File: config.mk
export PLATFORM = sky130hd
export DESIGN_NAME = shift_controller
export DESIGN_NICKNAME = d
export VERILOG_FILES = /design/src/rtl/shift_controller_pkg.sv /design/src/rtl/shift_settle_timer.sv /design/src/rtl/shift_controller.sv
export SDC_FILE = /design/constraint.sdc
export NUM_CORES = 1
export LEC_CHECK = 0
export ABC_AREA = 1
export CAP_MARGIN = 0
export CORE_MARGIN = 4
export CORE_UTILIZATION = 40
export DETAILED_ROUTE_END_ITERATION = 6
export HOLD_SLACK_MARGIN = 0.06
export PLACE_DENSITY = 0.67
export REMOVE_ABC_BUFFERS = 1
export SYNTH_ARGS = -nofsm -noshare
export SYNTH_HDL_FRONTEND = slang
export SYNTH_SLANG_ARGS = --single-unit
File: constraint.sdc
create_clock -name clk -period 2.6 [get_ports clk]
set_input_delay 0.26 -clock clk [delete_from_list [all_inputs] [get_ports clk]]
set_output_delay 0.26 -clock clk [all_outputs]
set_load 0.01 [all_outputs]
File: src/rtl/shift_controller_pkg.sv
`default_nettype none
// ============================================================================
// Module  : shift_controller_pkg
// Brief   : Lever codes, FSM state type, limit bounds and lever-step helper.
// Revision: 1.0
// ============================================================================
package shift_controller_pkg;

  localparam logic [3:0] GEAR_P = 4'd3;
  localparam logic [3:0] GEAR_R = 4'd6;
  localparam logic [3:0] GEAR_N = 4'd9;
  localparam logic [3:0] GEAR_D = 4'd12;

  localparam logic [2:0] LIMIT_MIN = 3'd1;
  localparam logic [2:0] LIMIT_MAX = 3'd3;

  typedef enum logic [0:0] {
    ST_IDLE    = 1'b0,
    ST_TRANSIT = 1'b1
  } state_t;

  typedef struct packed {
    logic       valid;
    logic [3:0] gear;
  } step_t;

  // Neighbouring lever position in P-R-N-D order; invalid past either end.
  function automatic step_t gear_step(input logic [3:0] g, input logic up);
    step_t s;
    s.valid = 1'b1;
    s.gear  = g;
    case (g)
      GEAR_P:  if (up) s.gear = GEAR_R; else s.valid = 1'b0;
      GEAR_R:  s.gear = up ? GEAR_N : GEAR_P;
      GEAR_N:  s.gear = up ? GEAR_D : GEAR_R;
      GEAR_D:  if (up) s.valid = 1'b0; else s.gear = GEAR_N;
      default: s.valid = 1'b0;
    endcase
    return s;
  endfunction

endpackage
`default_nettype wire

File: src/rtl/shift_settle_timer.sv
`default_nettype none
// ============================================================================
// Module  : shift_settle_timer
// Brief   : Saturating 4-bit tick counter; flags the SETTLE_TICKS-th tick.
// Revision: 1.0
// ============================================================================
module shift_settle_timer #(
  parameter int SETTLE_TICKS = 4
) (
  input  logic clk,
  input  logic rst,
  input  logic i_clear,
  input  logic i_en,
  input  logic i_tick,
  output logic o_done
);

  localparam logic [3:0] C_LAST = 4'(SETTLE_TICKS - 1);

  logic [3:0] r_count;

  always_ff @(posedge clk or posedge rst) begin
    if (rst) begin
      r_count <= 4'd0;
    end else if (i_clear) begin
      r_count <= 4'd0;
    end else if (i_en && i_tick && (r_count != 4'hF)) begin
      r_count <= r_count + 4'd1;
    end
  end

  assign o_done = i_en && i_tick && (r_count == C_LAST);

endmodule
`default_nettype wire

File: src/rtl/shift_controller.sv
`default_nettype none
// ============================================================================
// Module  : shift_controller
// Brief   : P/R/N/D lever controller with neutral transit and low-gear limit.
//           Optional SHIFT_AUTO_PARK_EN: engine stop at standstill forces P.
// Revision: 1.0
// ============================================================================
module shift_controller
  import shift_controller_pkg::*;
#(
  parameter int SETTLE_TICKS = 4
) (
  input  logic       clk,
  input  logic       rst,
  input  logic       engine_on,
  input  logic       tick_speed,
  input  logic [7:0] speed,
  input  logic       is_brake_normal,
  input  logic       shift_up_req,
  input  logic       shift_down_req,
  input  logic       low_toggle_req,
  input  logic       limit_up_req,
  input  logic       limit_down_req,
  output logic [3:0] current_gear,
  output logic       is_low_gear_mode,
  output logic [2:0] max_gear_limit,
  output logic       shift_busy,
  output logic       shift_reject
);

  state_t     r_state,  w_state_nxt;
  logic [3:0] r_gear,   w_gear_nxt;
  logic [3:0] r_target, w_target_nxt;
  logic       r_low,    w_low_nxt;
  logic [2:0] r_limit,  w_limit_nxt;
  logic       r_busy,   w_busy_nxt;
  logic       r_reject, w_reject_nxt;

  logic  w_clear;
  logic  w_done;
  logic  w_any_shift;
  logic  w_shift_ok;
  logic  w_leave_ok;
  logic  w_enter_ok;
  step_t w_step;

`ifdef SHIFT_AUTO_PARK_EN
  logic r_engine_q;
  logic w_park;

  always_ff @(posedge clk or posedge rst) begin
    if (rst) r_engine_q <= 1'b0;
    else     r_engine_q <= engine_on;
  end

  assign w_park     = r_engine_q && !engine_on && (speed == 8'd0);
  assign w_shift_ok = engine_on;
`else
  logic w_unused_engine;
  assign w_unused_engine = engine_on;
  assign w_shift_ok      = 1'b1;
`endif

  shift_settle_timer #(
    .SETTLE_TICKS (SETTLE_TICKS)
  ) u_settle (
    .clk     (clk),
    .rst     (rst),
    .i_clear (w_clear),
    .i_en    (r_state == ST_TRANSIT),
    .i_tick  (tick_speed),
    .o_done  (w_done)
  );

  assign w_any_shift = shift_up_req | shift_down_req;
  assign w_step      = gear_step(r_gear, shift_up_req);
  assign w_leave_ok  = (r_gear != GEAR_P) || (is_brake_normal && (speed == 8'd0));
  assign w_enter_ok  = ((w_step.gear != GEAR_R) && (w_step.gear != GEAR_P)) || (speed == 8'd0);

  always_comb begin
    w_state_nxt  = r_state;
    w_gear_nxt   = r_gear;
    w_target_nxt = r_target;
    w_low_nxt    = r_low;
    w_limit_nxt  = r_limit;
    w_busy_nxt   = r_busy;
    w_reject_nxt = 1'b0;
    w_clear      = 1'b0;

    // Toggle first so an accepted shift out of D below still clears low mode.
    if (low_toggle_req) begin
      if ((r_state == ST_IDLE) && (r_gear == GEAR_D)) w_low_nxt = ~r_low;
      else                                           w_reject_nxt = 1'b1;
    end

    case (r_state)
      ST_IDLE: begin
        if (w_any_shift) begin
          if ((shift_up_req && shift_down_req) || !w_shift_ok || !w_step.valid ||
              !w_leave_ok || !w_enter_ok) begin
            w_reject_nxt = 1'b1;
          end else begin
            w_target_nxt = w_step.gear;
            w_gear_nxt   = GEAR_N;
            w_busy_nxt   = 1'b1;
            w_state_nxt  = ST_TRANSIT;
            w_clear      = 1'b1;
            if (r_gear == GEAR_D) w_low_nxt = 1'b0;
          end
        end
      end
      ST_TRANSIT: begin
        if (w_any_shift) w_reject_nxt = 1'b1;
        if (w_done) begin
          w_gear_nxt  = r_target;
          w_busy_nxt  = 1'b0;
          w_state_nxt = ST_IDLE;
        end
      end
      default: w_state_nxt = ST_IDLE;
    endcase

    if (limit_up_req && !limit_down_req && (r_limit != LIMIT_MAX)) w_limit_nxt = r_limit + 3'd1;
    if (limit_down_req && !limit_up_req && (r_limit != LIMIT_MIN)) w_limit_nxt = r_limit - 3'd1;

`ifdef SHIFT_AUTO_PARK_EN
    if (w_park) begin
      w_gear_nxt   = GEAR_P;
      w_busy_nxt   = 1'b0;
      w_low_nxt    = 1'b0;
      w_state_nxt  = ST_IDLE;
      w_reject_nxt = 1'b0;
      w_clear      = 1'b1;
    end
`endif
  end

  always_ff @(posedge clk or posedge rst) begin
    if (rst) begin
      r_state  <= ST_IDLE;
      r_gear   <= GEAR_P;
      r_target <= GEAR_P;
      r_low    <= 1'b0;
      r_limit  <= LIMIT_MAX;
      r_busy   <= 1'b0;
      r_reject <= 1'b0;
    end else begin
      r_state  <= w_state_nxt;
      r_gear   <= w_gear_nxt;
      r_target <= w_target_nxt;
      r_low    <= w_low_nxt;
      r_limit  <= w_limit_nxt;
      r_busy   <= w_busy_nxt;
      r_reject <= w_reject_nxt;
    end
  end

  assign current_gear     = r_gear;
  assign is_low_gear_mode = r_low;
  assign max_gear_limit   = r_limit;
  assign shift_busy       = r_busy;
  assign shift_reject     = r_reject;

endmodule
`default_nettype wire

==> Word level (Yosys, flattened, before mapping) <==
Index checks and enable logic that the tools add are counted.
{ "totals": {"memories": 0, "output_inout_bits": 10, "ff_bits": 19, "mem_bits_ro": 0, "in_bits": 18, "mem_bits_rw": 0, "latch_bits": 0} }
{ "classes": {"bitwise_logic": 4, "magnitude_cmp": 0, "shift": 0, "reduce_logical": 27, "n_eq_ne": 14, "n_mul": 0, "n_addsub": 3, "n_mux": 37, "div": 0} }
{ "ops": {"columns": ["cell", "n"], "rows": [
  ["$mux W4", 9],
  ["$mux W1", 20],
  ["$pmux W4 S4", 1],
  ["$logic_and A1 B1 Y1", 11],
  ["$eq A4 B2 Y1 const B", 2],
  ["$eq A4 B4 Y1 const B", 2],
  ["$logic_not A8 Y1", 1],
  ["$ne A4 B2 Y1 const B", 2],
  ["$pmux W4 S2", 1],
  ["$mux W3", 2],
  ["$pmux W1 S2", 3],
  ["$reduce_and A3 Y1", 2],
  ["$logic_not A1 Y1", 5],
  ["$logic_or A1 B1 Y1", 5],
  ["$add A4 B1 Y4 const B", 1],
  ["$eq A4 B3 Y1 const B", 1],
  ["$ne A2 B2 Y1 const B", 2],
  ["$ne A4 B3 Y1 const B", 1],
  ["$ne A4 B4 Y1 const B", 1],
  ["$reduce_bool A2 Y1", 2],
  ["$add A3 B1 Y3 const B", 1],
  ["$ne A3 B1 Y1 const B", 1],
  ["$ne A3 B2 Y1 const B", 1],
  ["$not A1 Y1", 3],
  ["other kinds (5)", 5]
]} }

==> Depth between registers and ports, before layout <==
Gate-level depths: netlist of the first run.
{ "logic_depth": {"depth_word": 11, "ltp_mapped": 11, "mapped_depth_nobuf": 10} }

==> Hierarchy <==
A second synthesis of the first run with hierarchy kept.
{ "hier_totals": {"hier_cells": 158, "hier_area_um2": 1181.1} }
{ "modules_own_cells": {"columns": ["mod", "seq_area_each_um2", "area_per_inst_um2", "n_inst", "cells_each"], "rows": [
  ["shift_controller", 382.9, 935.9, 1, 123],
  ["shift_settle_timer", 100.1, 245.2, 1, 35]
]} }

==> Worst setup path after synthesis of the first run <==
No wires, ideal clock.
{ "synth_path": {"path_kind": "register to register", "from": "reg r_gear[1], in the netlist current_gear[1]", "to": "reg r_gear[3], in the netlist current_gear[3]", "required_ps": 2483, "setup_slack_ps": 1129, "setup_time_ps": 117, "period_less_slack_ps": 1471, "path_buffers": 1, "arrival_time_ps": 1354, "stages_incl_launch_ff": 11, "cell_sequence": "dfstp_2 inv_1 nor2_1 nand2_1 nand2_1 nor2_1 nor2_4 nand4_2 buf_4 nand3_1 nand2_1"} }
{ "synth_between": {"elab_chain_cells": 9} }
{ "synth_rtl": {"columns": ["item", "line", "rtl"], "rows": [
  ["from (decl)", "shift_controller.sv:32", "logic [3:0] r_gear, w_gear_nxt;"],
  ["from (signal assigned)", "shift_controller.sv:149", "r_gear <= w_gear_nxt;"],
  ["$eq A4 B4 Y1, or another cell as far along", "shift_controller_pkg.sv:32", "case (g)"],
  ["$pmux W4 S4 / $reduce_or A2 Y1 (equally long branches)", null, null],
  ["$ne A4 B3 Y1, or another cell as far along", "shift_controller.sv:78", "assign w_enter_ok = ((w_step.gear != GEAR_R) && (w_step.gear != GEAR_P)) || (speed == 8'd0);"],
  ["$logic_and A1 B1 Y1 / $logic_not A1 Y1 (equally long branches)", "shift_controller.sv:78, shift_controller.sv:99", null],
  ["$logic_or A1 B1 Y1, on equally long branches", "shift_controller.sv:78, shift_controller.sv:99", null],
  ["$logic_not A1 Y1 / $logic_or A1 B1 Y1 (equally long branches)", "shift_controller.sv:100, shift_controller.sv:99", null],
  ["$logic_or A1 B1 Y1 (*)", "shift_controller.sv:100", "!w_leave_ok || !w_enter_ok) begin"],
  ["$ne A2 B2 Y1 (no line) (*)", null, null],
  ["$reduce_and A3 Y1 (no line) (*)", null, null]
]} }
Every way passes the cells marked *; elsewhere a longest branch is shown, timed or not.
A chain may end at the register's enable or synchronous reset.

==> Worst setup path after layout of the first run <==
{ "layout_path": {"from": "reg r_gear[1], in the netlist current_gear[1]", "to": "reg r_busy, in the netlist shift_busy"} }
{ "layout_between": {"elab_chain_cells": 9} }
{ "layout_rtl": {"columns": ["item", "line", "rtl"], "rows": [
  ["$eq A4 B4 Y1, or another cell as far along", "shift_controller_pkg.sv:32", null],
  ["$pmux W4 S4 / $reduce_or A2 Y1 (equally long branches)", null, null],
  ["$ne A4 B3 Y1, or another cell as far along", "shift_controller.sv:78", null],
  ["$logic_and A1 B1 Y1 / $logic_not A1 Y1 (equally long branches)", "shift_controller.sv:78, shift_controller.sv:99", null],
  ["$logic_or A1 B1 Y1, on equally long branches", "shift_controller.sv:78, shift_controller.sv:99", null],
  ["$logic_not A1 Y1 / $logic_or A1 B1 Y1 (equally long branches)", "shift_controller.sv:100, shift_controller.sv:99", null],
  ["$logic_or A1 B1 Y1 (*)", "shift_controller.sv:100", null],
  ["$ne A2 B2 Y1 (no line) (*)", null, null],
  ["$reduce_and A3 Y1 (no line) (*)", null, null],
  ["to (signal assigned)", "shift_controller.sv:153", "r_busy <= w_busy_nxt;"],
  ["to (decl)", "shift_controller.sv:36", "logic r_busy, w_busy_nxt;"]
]} }
Marks and branches as above.

==> results of run 1 <==
[routing by layer]
layer,part of all wire [%],vias to the layer above
met5,0,-
met4,0.59,0
met3,6.0,2
met2,47,23
met1,46,440
li1,-,539
[power groups by stage]
| stage | combinational, mW | sequential [mW] | clock, mW |
|---|---|---|---|
| after floorplan | 0.393 | 0.575 | 0 |
| after global placement | 0.613 | 0.565 | 0 |
| after detailed placement | 0.643 | 0.578 | 0 |
| after CTS | 0.647 | 0.571 | 0.151 |
| after global routing | 0.731 | 0.598 | 0.165 |
| final | 0.638 | 0.568 | 0.144 |
[sequential cells by signal, summed over array words and instances, names as in the netlist]
| register | cells |
|---|---|
| shift_busy | 1 |
| max_gear_limit | 3 |
| u_settle.r_count | 4 |
| r_target | 4 |
| is_low_gear_mode | 1 |
| shift_reject | 1 |
| current_gear | 4 |
| r_state | 1 |
[placed cells by master (no fill, tap or decap)]
cell type,count
nor2_4,1
buf_4,1
or2_2,3
a22oi_1,1
a211o_1,1
xnor2_1,1
clkdlybuf4s50_1,26
dfrtp_1,13
nand4_1,2
clkbuf_4,3
o21ai_0,9
nand3_2,1
a21oi_1,1
nand3b_1,1
nand4_2,1
nand3_1,12
dfstp_2,6
ha_1,5
nand2_4,1
o21ai_2,4
clkbuf_1,1
xor2_1,4
nor2_1,17
nand2_1,42
inv_1,27
[kinds of logic after synthesis]
logic type | count (synthesis) | synth area share (%)
XOR/XNOR | 5 | 3.723
flip-flops | 19 | 41.06
buffers and inverters | 29 | 10.21
AO/OA/AOI/OAI | 16 | 8.616
AND/OR/NAND/NOR | 81 | 31.06
adder cells (fa/ha/maj) | 5 | 5.319
[critical path, delay by kind of cell (launching register included)]
family | cells | cell delay (ns)
buffers and inverters | 2 | 0.38
flip-flops | 1 | 0.60
AND/OR/NAND/NOR | 7 | 0.94
[worst min path at each step]
stage | start | end | slack (ns) | cells after the start
floorplan | rst | current_gear[2] | 0.21 | 1
global placement | r_target[3] | r_target[3] | 0.46 | 2
detailed placement | r_target[3] | r_target[3] | 0.47 | 2
CTS | rst | u_settle.r_count[3] | 0.38 | 2
global route | rst | u_settle.r_count[3] | 0.42 | 2
finish | rst | u_settle.r_count[3] | 0.36 | 2
[area by class of cell]
cell class / instances / area share [%]
Tap cell: 31 / 2.603
Inverter: 27 / 6.801
Timing Repair Buffer: 27 / 17.97
Clock buffer: 4 / 1.763
Multi-Input combinational cell: 107 / 38.46
Sequential cell: 19 / 32.41
[through the flow]
stage / power [mW] / util (%) / cells / cell area [µm²] / worst slack [ns]
after CTS: 1.369 / 53.58 / 215 / 1490 / 0.6184
final: 1.350 / 53.58 / 215 / 1490 / 0.6305
after detailed placement: 1.220 / 52.63 / 211 / 1464 / 0.4590
after global placement: 1.178 / 52.63 / 211 / 1464 / 0.5219
after floorplan: 0.9677 / - / 153 / 1157 / 0.8843
after global routing: 1.494 / 53.58 / 215 / 1490 / 0.4173
==> impl_results.md, run 1 <==
* Status: finished, final reports clean
* Worst path required time at 2.84 ns
* Yosys warnings at 0
* Highest Clock Rate at 507.7 MHz
* Most common cell in the synthesized netlist: nand2_1
* Layout cells sized above 1 at a little under an eighth
* Timing endpoint of the critical path: shift_busy
* Slew Limit Fails at 0
* Via count at 1004
* Crit Path Class: flip-flop to flip-flop
* Placer congestion estimate at 0.8409
* Seq pwr share at a little over two fifths
* Global routing's busiest layer: met2
* CP startpoint: current_gear[1]
* First-pass GRT wire length at roughly 4200 µm
* Min-delay worst type: input pin to async pin
* Vias per inst at about 4.7
* Leak Pwr at ~0.77 nW
* Row count at 19
* Total wire length at approximately 2400 µm
* Worst path slowest cell: dfstp_2
* Final hold viol count at 0
* Pwr/cell area at 906.1 nW/µm²
* Setup crit start kind: flip-flop
* Total Neg Setup Slack at 0 ns
* Die height at 62.23 µm
* Sequential Area at 483.0 µm²
* Synth cell count leaders: nand2_1, inv_1, nor2_1
* Average wire per standard cell at 11.09 µm
* Asr flop ratio synth at 100.0%
* Slew HR at a little over half
* Endpoints failing setup at 0
* Switching Fraction at 39.98%
* Mean post-synth cell area at ~7.6 µm²
* Biggest fanout along the worst timing path at 20
* Reg2Reg Setup Slack at 0.63 ns
* Clock network latency to the later pin of the worst-skew pair at 0.29 ns
* Period utilization at 75.75%
* Peak supply drop at 538.8 µV
* Starting Density at 42.29%
* Top post-synthesis cells by area: dfrtp_1, dfstp_2, nand2_1
* Critical path, cell by cell: inv_1, nor2_1, nand2_1, nand2_1, nor2_1, nor2_4, nand4_2, buf_4, nand2_1
* Post-synth top area share at 27.66%
* Max_cap viols at 0
* Root Buffer: clkbuf_4
* Post-synth EDFFs at 0
* Synth Flop Type: dfrtp_1
* FF-to-FF Start: current_gear[1]
* Largest net degree at the start of global routing at 21
* Sink Count at 19
* CTS tree: done
* Int Power at 810.5 µW
* Nets at 208
* Grt met3 use at 4.144%
* DRC errors left at 0
* Worst-margin pin slew at roughly 0.70 ns
* Min cycle time layout at 1.970 ns
* CTS HTree Levels at 1
* Seq cells post-synth at 19
* Area leader, netlist: dfrtp_1
* Port-buffer cells at 26
* Total CTS buffers at 3
* IO Count at 28
* Unrepaired setup endpoints after global routing: no
* Element type at the critical path end: flip-flop
* Drt pass-1 iters at 4
* Gate Count Post-Synth at 155
* Worst Path Arrival at 2.21 ns
* Clock transition at path regs at approximately 0.11 ns
* Setup Fix Bufs, Post-CTS at 0
* Worst Clk Skew at approximately 0.012 ns
* Unique masters post-synth at 23
* Comb power frac at between 40% and 50%
* Diode count at 0
* CTS Hold Bufs at 0
* Reg2reg end: shift_busy
* Sequential fraction of the synthesis area at 41.06%
* Area of the multi-input gates at 573.1 µm²
* 1st-iter DRT viols at 66
* M1 GR Usage at 17.29%
* Tot GR Track Use at around 13%
* Hold WS at ~0.36 ns
* Initial antenna violation count at 0
* Fillcell total at 264
* Core ar. at 2781 µm²
* Most frequent CP cell: nand2_1
* Net Switching at 539.8 µW
* Clock share of power at roughly a tenth
* Reg2Reg Depth at 9
* Die W at 62.23 µm
* Gr ovfl total at 0
* Vias in the first global route at between 900 and 1000
* Critical Path Max Stage Delay at around 0.60 ns
* Post-DP HPWL at around 1900 µm
* Met2 Use GR at 19.82%
* Die area at about 3900 µm²
* Mapped cell area at 1176 µm²
* PostCTS Resize Cnt at 0
* Deepest clock path buffer count at 2
* Post-DRT Antenna Nets at 0
* Area Growth Syn to Fin at 26.70%
Power figures use the tool's default switching activity.
==> run 2, diff against run 1 <==
==> constraint.sdc (replaced) <==
create_clock -name clk -period 2 [get_ports clk]
set_input_delay 0.2 -clock clk [delete_from_list [all_inputs] [get_ports clk]]
set_output_delay 0.2 -clock clk [all_outputs]
set_load 0.01 [all_outputs]
==> impl_results.md, run 2 (same netlist as run 1, synthesis figures left out) <==
* Clock network latency to the later pin of the worst-skew pair at 0.29 ns
* Row count at 19
* Via count at 1020
* CP startpoint: current_gear[1]
* Root Buffer: clkbuf_4
* Top delay family on crit path: simple AND/OR/NAND/NOR gates
* Commonest cells after routing, fill and taps aside: nand2_1, inv_1, clkdlybuf4s50_1
* Element type at the critical path end: flip-flop
* Period utilization at 89.56%
* Drt pass-1 iters at 4
* Deepest clock path buffer count at 2
* Finished Layout Cells at 218
* Nets at 211
* Setup WS pre-CTS at -0.05149 ns
* Max_cap viols at 0
* Diode count at 0
* DRC errors left at 0
* Placer congestion estimate at between 0.8 and 0.9
* CTS Hold Bufs at 0
* Pwr/cell area at 1148 nW/µm²
* Hold WS at 0.3032 ns
* FF-to-FF Start: current_gear[1]
* Crit Path Class: flip-flop to flip-flop
* Reg2Reg Depth at 9
* Port-buffer cells at 26
* First-pass GRT wire length at about 4200 µm
* PostCTS Resize Cnt at 1
* WP buf/inv at 2
* Placed Area at 1486 µm²
* Leading cell type in the layout, fill and taps excluded: nand2_1
* Peak supply drop at ~800 µV
* Die W at a little over 60 µm
* Min cycle time layout at approximately 1.8 ns
* Worst Path Arrival at 2.01 ns
* Total wire length at between 2000 and 2500 µm
* Critical path, cell by cell: inv_1, nor2_1, nand2_1, nand2_1, nor2_1, nor2_4, nand4_4, buf_4, o21ai_2
* Starting Density at between 40 and 50%
* Setup Fix Bufs, Post-CTS at 0
* IO Count at 28
* Slew HR at 52.98%
* Tot GR Track Use at 12.79%
* Die height at 62.23 µm
* Worst path required time at 2.22 ns
* Initial antenna violation count at 0
* Finished Cell Area at ~1500 µm²
* Clock transition at path regs at 0.11 ns
* Endpoints failing setup at 0
* Unrepaired setup endpoints after global routing: no
* Critical Path Max Stage Delay at 0.60 ns
* Slew Limit Fails at 0
* Sink Count at 19
* Worst Clk Skew at between 0.01 and 0.015 ns
* Die area at 3872 µm²
* Leak Pwr at 0.7826 nW
* Highest Clock Rate at 558.3 MHz
* Worst setup margin at about 0.21 ns
* Layout cells sized above 1 at 12.83%
* Gr ovfl total at 0
* Post-DRT Antenna Nets at 0
* Worst-margin pin slew at 0.7045 ns
* CTS HTree Levels at 1
* Vias in the first global route at 956
* Biggest fanout along the worst timing path at 20
* Area Growth Syn to Fin at 29.36%
* 1st-iter DRT viols at 53
* Final hold viol count at 0
* Reg2Reg Setup Slack at 0.21 ns
* Min-delay worst type: input pin to async pin
* Cell count along the critical path at 9
* Post-DP HPWL at around 1800 µm
* Worst path slowest cell: dfstp_2
* Core ar. at around 2800 µm²
* Cells after DPL at about 210
* Total CTS buffers at 3
* CTS tree: done
* Largest net degree at the start of global routing at 21
* Vias per inst at 4.679
* Setup crit start kind: flip-flop
* Average wire per standard cell at 10.54 µm
* Status: finished, final reports clean
-- run 2: final timing paths --
kind | to
max in group asynchronous | is_low_gear_mode
max | r_target[0]
min reg2reg | r_target[3]
max reg2reg | r_target[0]
min | u_settle.r_count[3]
min in group clk | r_target[3]
-- run 2: worst reg2reg max path: stages, from the launching register on --
cell and delay [ns]:
dfstp_2 0.60, inv_1 0.05, nor2_1 0.09, nand2_1 0.09, nand2_1 0.09, nor2_1 0.07, nor2_4 0.11, nand4_4 0.27
buf_4 0.25, o21ai_2 0.10
-- run 2: report_power, final --
group	internal (mW)	switching [mW]
logic	0.396	0.430
clock network	0.0775	0.111
registers	0.583	0.149
total	1.06	0.691
-- run 2: layout make-up --
class                      instances  area, µm²
tap                               31      38.79
inverter                          27      101.3
sequential                        19      483.0
clock buffer                       4      26.28
fill                             253       1260
timing repair buffer              30      290.3
multi-input combinational        107      581.8
-- run 2: stage by stage --
step	util, %	setup TNS [ns]	total power [mW]
final	54.70	0	1.747
after floorplan	-	0	1.258
after detailed placement	53.44	-0.09810	1.575
after CTS	54.70	0	1.773
after global placement	53.44	-0.04002	1.537
after global routing	54.70	0	1.940
-- run 2: layer usage --
metal  vias to the layer above  global-route usage [%]  part of all wire (%)
met5                         -                       0                     0
met4                         0                   4.878                   1.5
met3                         4                   3.243                   6.0
met2                        23                   19.95                    45
met1                       442                   16.87                    48
li1                        551                       -                     -
==> run 3, diff against run 2 <==
==> constraint.sdc (replaced) <==
create_clock -name clk -period 2 [get_ports clk]
set_input_delay 0.4 -clock clk [delete_from_list [all_inputs] [get_ports clk]]
set_output_delay 0.4 -clock clk [all_outputs]
set_load 0.01 [all_outputs]
==> impl_results.md, run 3 (same netlist as run 1, synthesis figures left out) <==
* Final hold viol count at 0
* Critical path, cell by cell: clkdlybuf4s50_1
* Net Switching at 690.3 µW
* Diode count at 0
* Seq pwr share at 41.6%
* Setup crit start kind: flip-flop
* Total wire length at 2292 µm
* DRC errors left at 0
* Post-DRT Antenna Nets at 0
* Int Power at around 1.1 mW
* Worst path required time at 1.60 ns
* Unrepaired setup endpoints after global routing: no
* Worst Path Arrival at 1.43 ns
* Initial antenna violation count at 0
* Reg2Reg Depth at 10
* Top delay family on crit path: flip-flops
* Area Growth Syn to Fin at 29.04%
* CTS Hold Bufs at 0
* Clock transition at path regs at 0.11 ns
* PostCTS Resize Cnt at 0
* Slew Limit Fails at 0
* Placed Area at 1491 µm²
* CTS HTree Levels at 1
* Highest Clock Rate at roughly 550 MHz
* Crit Path Class: flip-flop to output port
* Deepest clock path buffer count at 2
* Critical Path Max Stage Delay at 0.60 ns
* Cell count along the critical path at 1
* Endpoints failing setup at 0
* Finished Cell Area at 1518 µm²
* IO Count at 28
* Min cycle time layout at approximately 1.8 ns
* First-pass GRT wire length at roughly 4000 µm
* Core ar. at approximately 2800 µm²
* Gr ovfl total at 0
* Average wire per standard cell at 10.56 µm
* Pwr/cell area at 1156 nW/µm²
* Drt pass-1 iters at 4
* Total CTS buffers at 3
* Port-buffer cells at 26
* Setup Fix Bufs, Post-CTS at 0
* Worst-margin pin slew at ~0.36 ns
* Leading cell type in the layout, fill and taps excluded: nand2_1
* Placer congestion estimate at 0.8422
* Leak Pwr at 0.7832 nW
* Vias in the first global route at 940
* Vias per inst at 4.627
* Commonest cells after routing, fill and taps aside: nand2_1, inv_1, clkdlybuf4s50_1
* Starting Density at 42.29%
* Clock network latency to the later pin of the worst-skew pair at 0.29 ns
* Max_cap viols at 0
* Total Neg Setup Slack at 0 ns
* CTS tree: done
* Layout cells sized above 1 at 12.37%
* Sink Count at 19
* Post-DP HPWL at 1832 µm
* Row count at 19
* Reg2reg end: r_target[2]
* Status: finished, final reports clean
* WP buf/inv at 1
* Die area at 3872 µm²
* Worst Clk Skew at 0.004660 ns
* Switching Fraction at roughly two fifths
* Slew HR at around three quarters
* Reg2Reg Setup Slack at between 0.3 and 0.4 ns
* Nets at 210
* Root Buffer: clkbuf_4
* Tot GR Track Use at 12.60%
* Die height at a little over 60 µm
* Min-delay worst type: input pin to async pin
* Largest net degree at the start of global routing at 21
* Worst path slowest cell: dfstp_2
* Peak supply drop at 703.6 µV
* Total power at roughly 1.8 mW
* FF-to-FF Start: current_gear[1]
* 1st-iter DRT viols at 73
* Die W at about 62 µm
* Via count at 1004
* Biggest fanout along the worst timing path at 6
* Comb power frac at a little under half
* Period utilization at between 90% and 100%
* Clock share of power at 10.8%
* Element type at the critical path end: output port
[run 3: final cells by class]
cell class                 count  area [µm²]
inverter                      27       101.3
sequential                    19       483.0
timing repair buffer          29       295.3
fill                         284        1264
tap                           31       38.79
multi-input combinational    107       573.1
clock buffer                   4       26.28
[run 3: worst max-delay path by stage]
| stage | startpoint | to | slack (ns) |
|---|---|---|---|
| floorplan | current_gear[1] | r_target[2] | 0.28 |
| global placement | shift_up_req | current_gear[3] | 0.11 |
| detailed placement | shift_up_req | current_gear[3] | 0.08 |
| CTS | current_gear[0] | current_gear[0] | 0.15 |
| global route | current_gear[1] | current_gear[1] | 0.10 |
| finish | current_gear[1] | current_gear[1] | 0.17 |
[run 3: power by group through the flow]
stage	sequential (mW)	combinational, mW	clock, mW
global placement	0.734	0.807	0
CTS	0.735	0.850	0.199
detailed placement	0.742	0.847	0
finish	0.731	0.835	0.190
floorplan	0.748	0.510	0
global route	0.765	0.963	0.222
[run 3: worst register-to-register path: cells and delay by family, from the launching register on]
| kind | cells | cell delay (ns) |
|---|---|---|
| compound gates | 1 | 0.05 |
| simple gates | 7 | 0.62 |
| buf+inv | 2 | 0.23 |
| flops | 1 | 0.60 |
[run 3: layer usage]
| metal | up-vias | GRT usage, % | share of wire (%) |
|---|---|---|---|
| met1 | 433 | 16.74 | 47 |
| li1 | 546 | - | - |
| met3 | 2 | 2.703 | 5.5 |
| met5 | - | 0 | 0 |
| met4 | 0 | 4.878 | 0.39 |
| met2 | 23 | 19.82 | 47 |
[run 3: per-stage QoR]
step / worst slack [ns] / instances / util [%] / hold WS [ns]
after CTS: 0.1470 / 217 / 54.57 / 0.4092
after detailed placement: 0.08493 / 213 / 53.62 / 0.4618
final: 0.1682 / 217 / 54.57 / 0.4082
after floorplan: 0.2843 / 153 / - / 0.3467
after global routing: 0.1033 / 217 / 54.57 / 0.4146
after global placement: 0.1103 / 213 / 53.62 / 0.4599
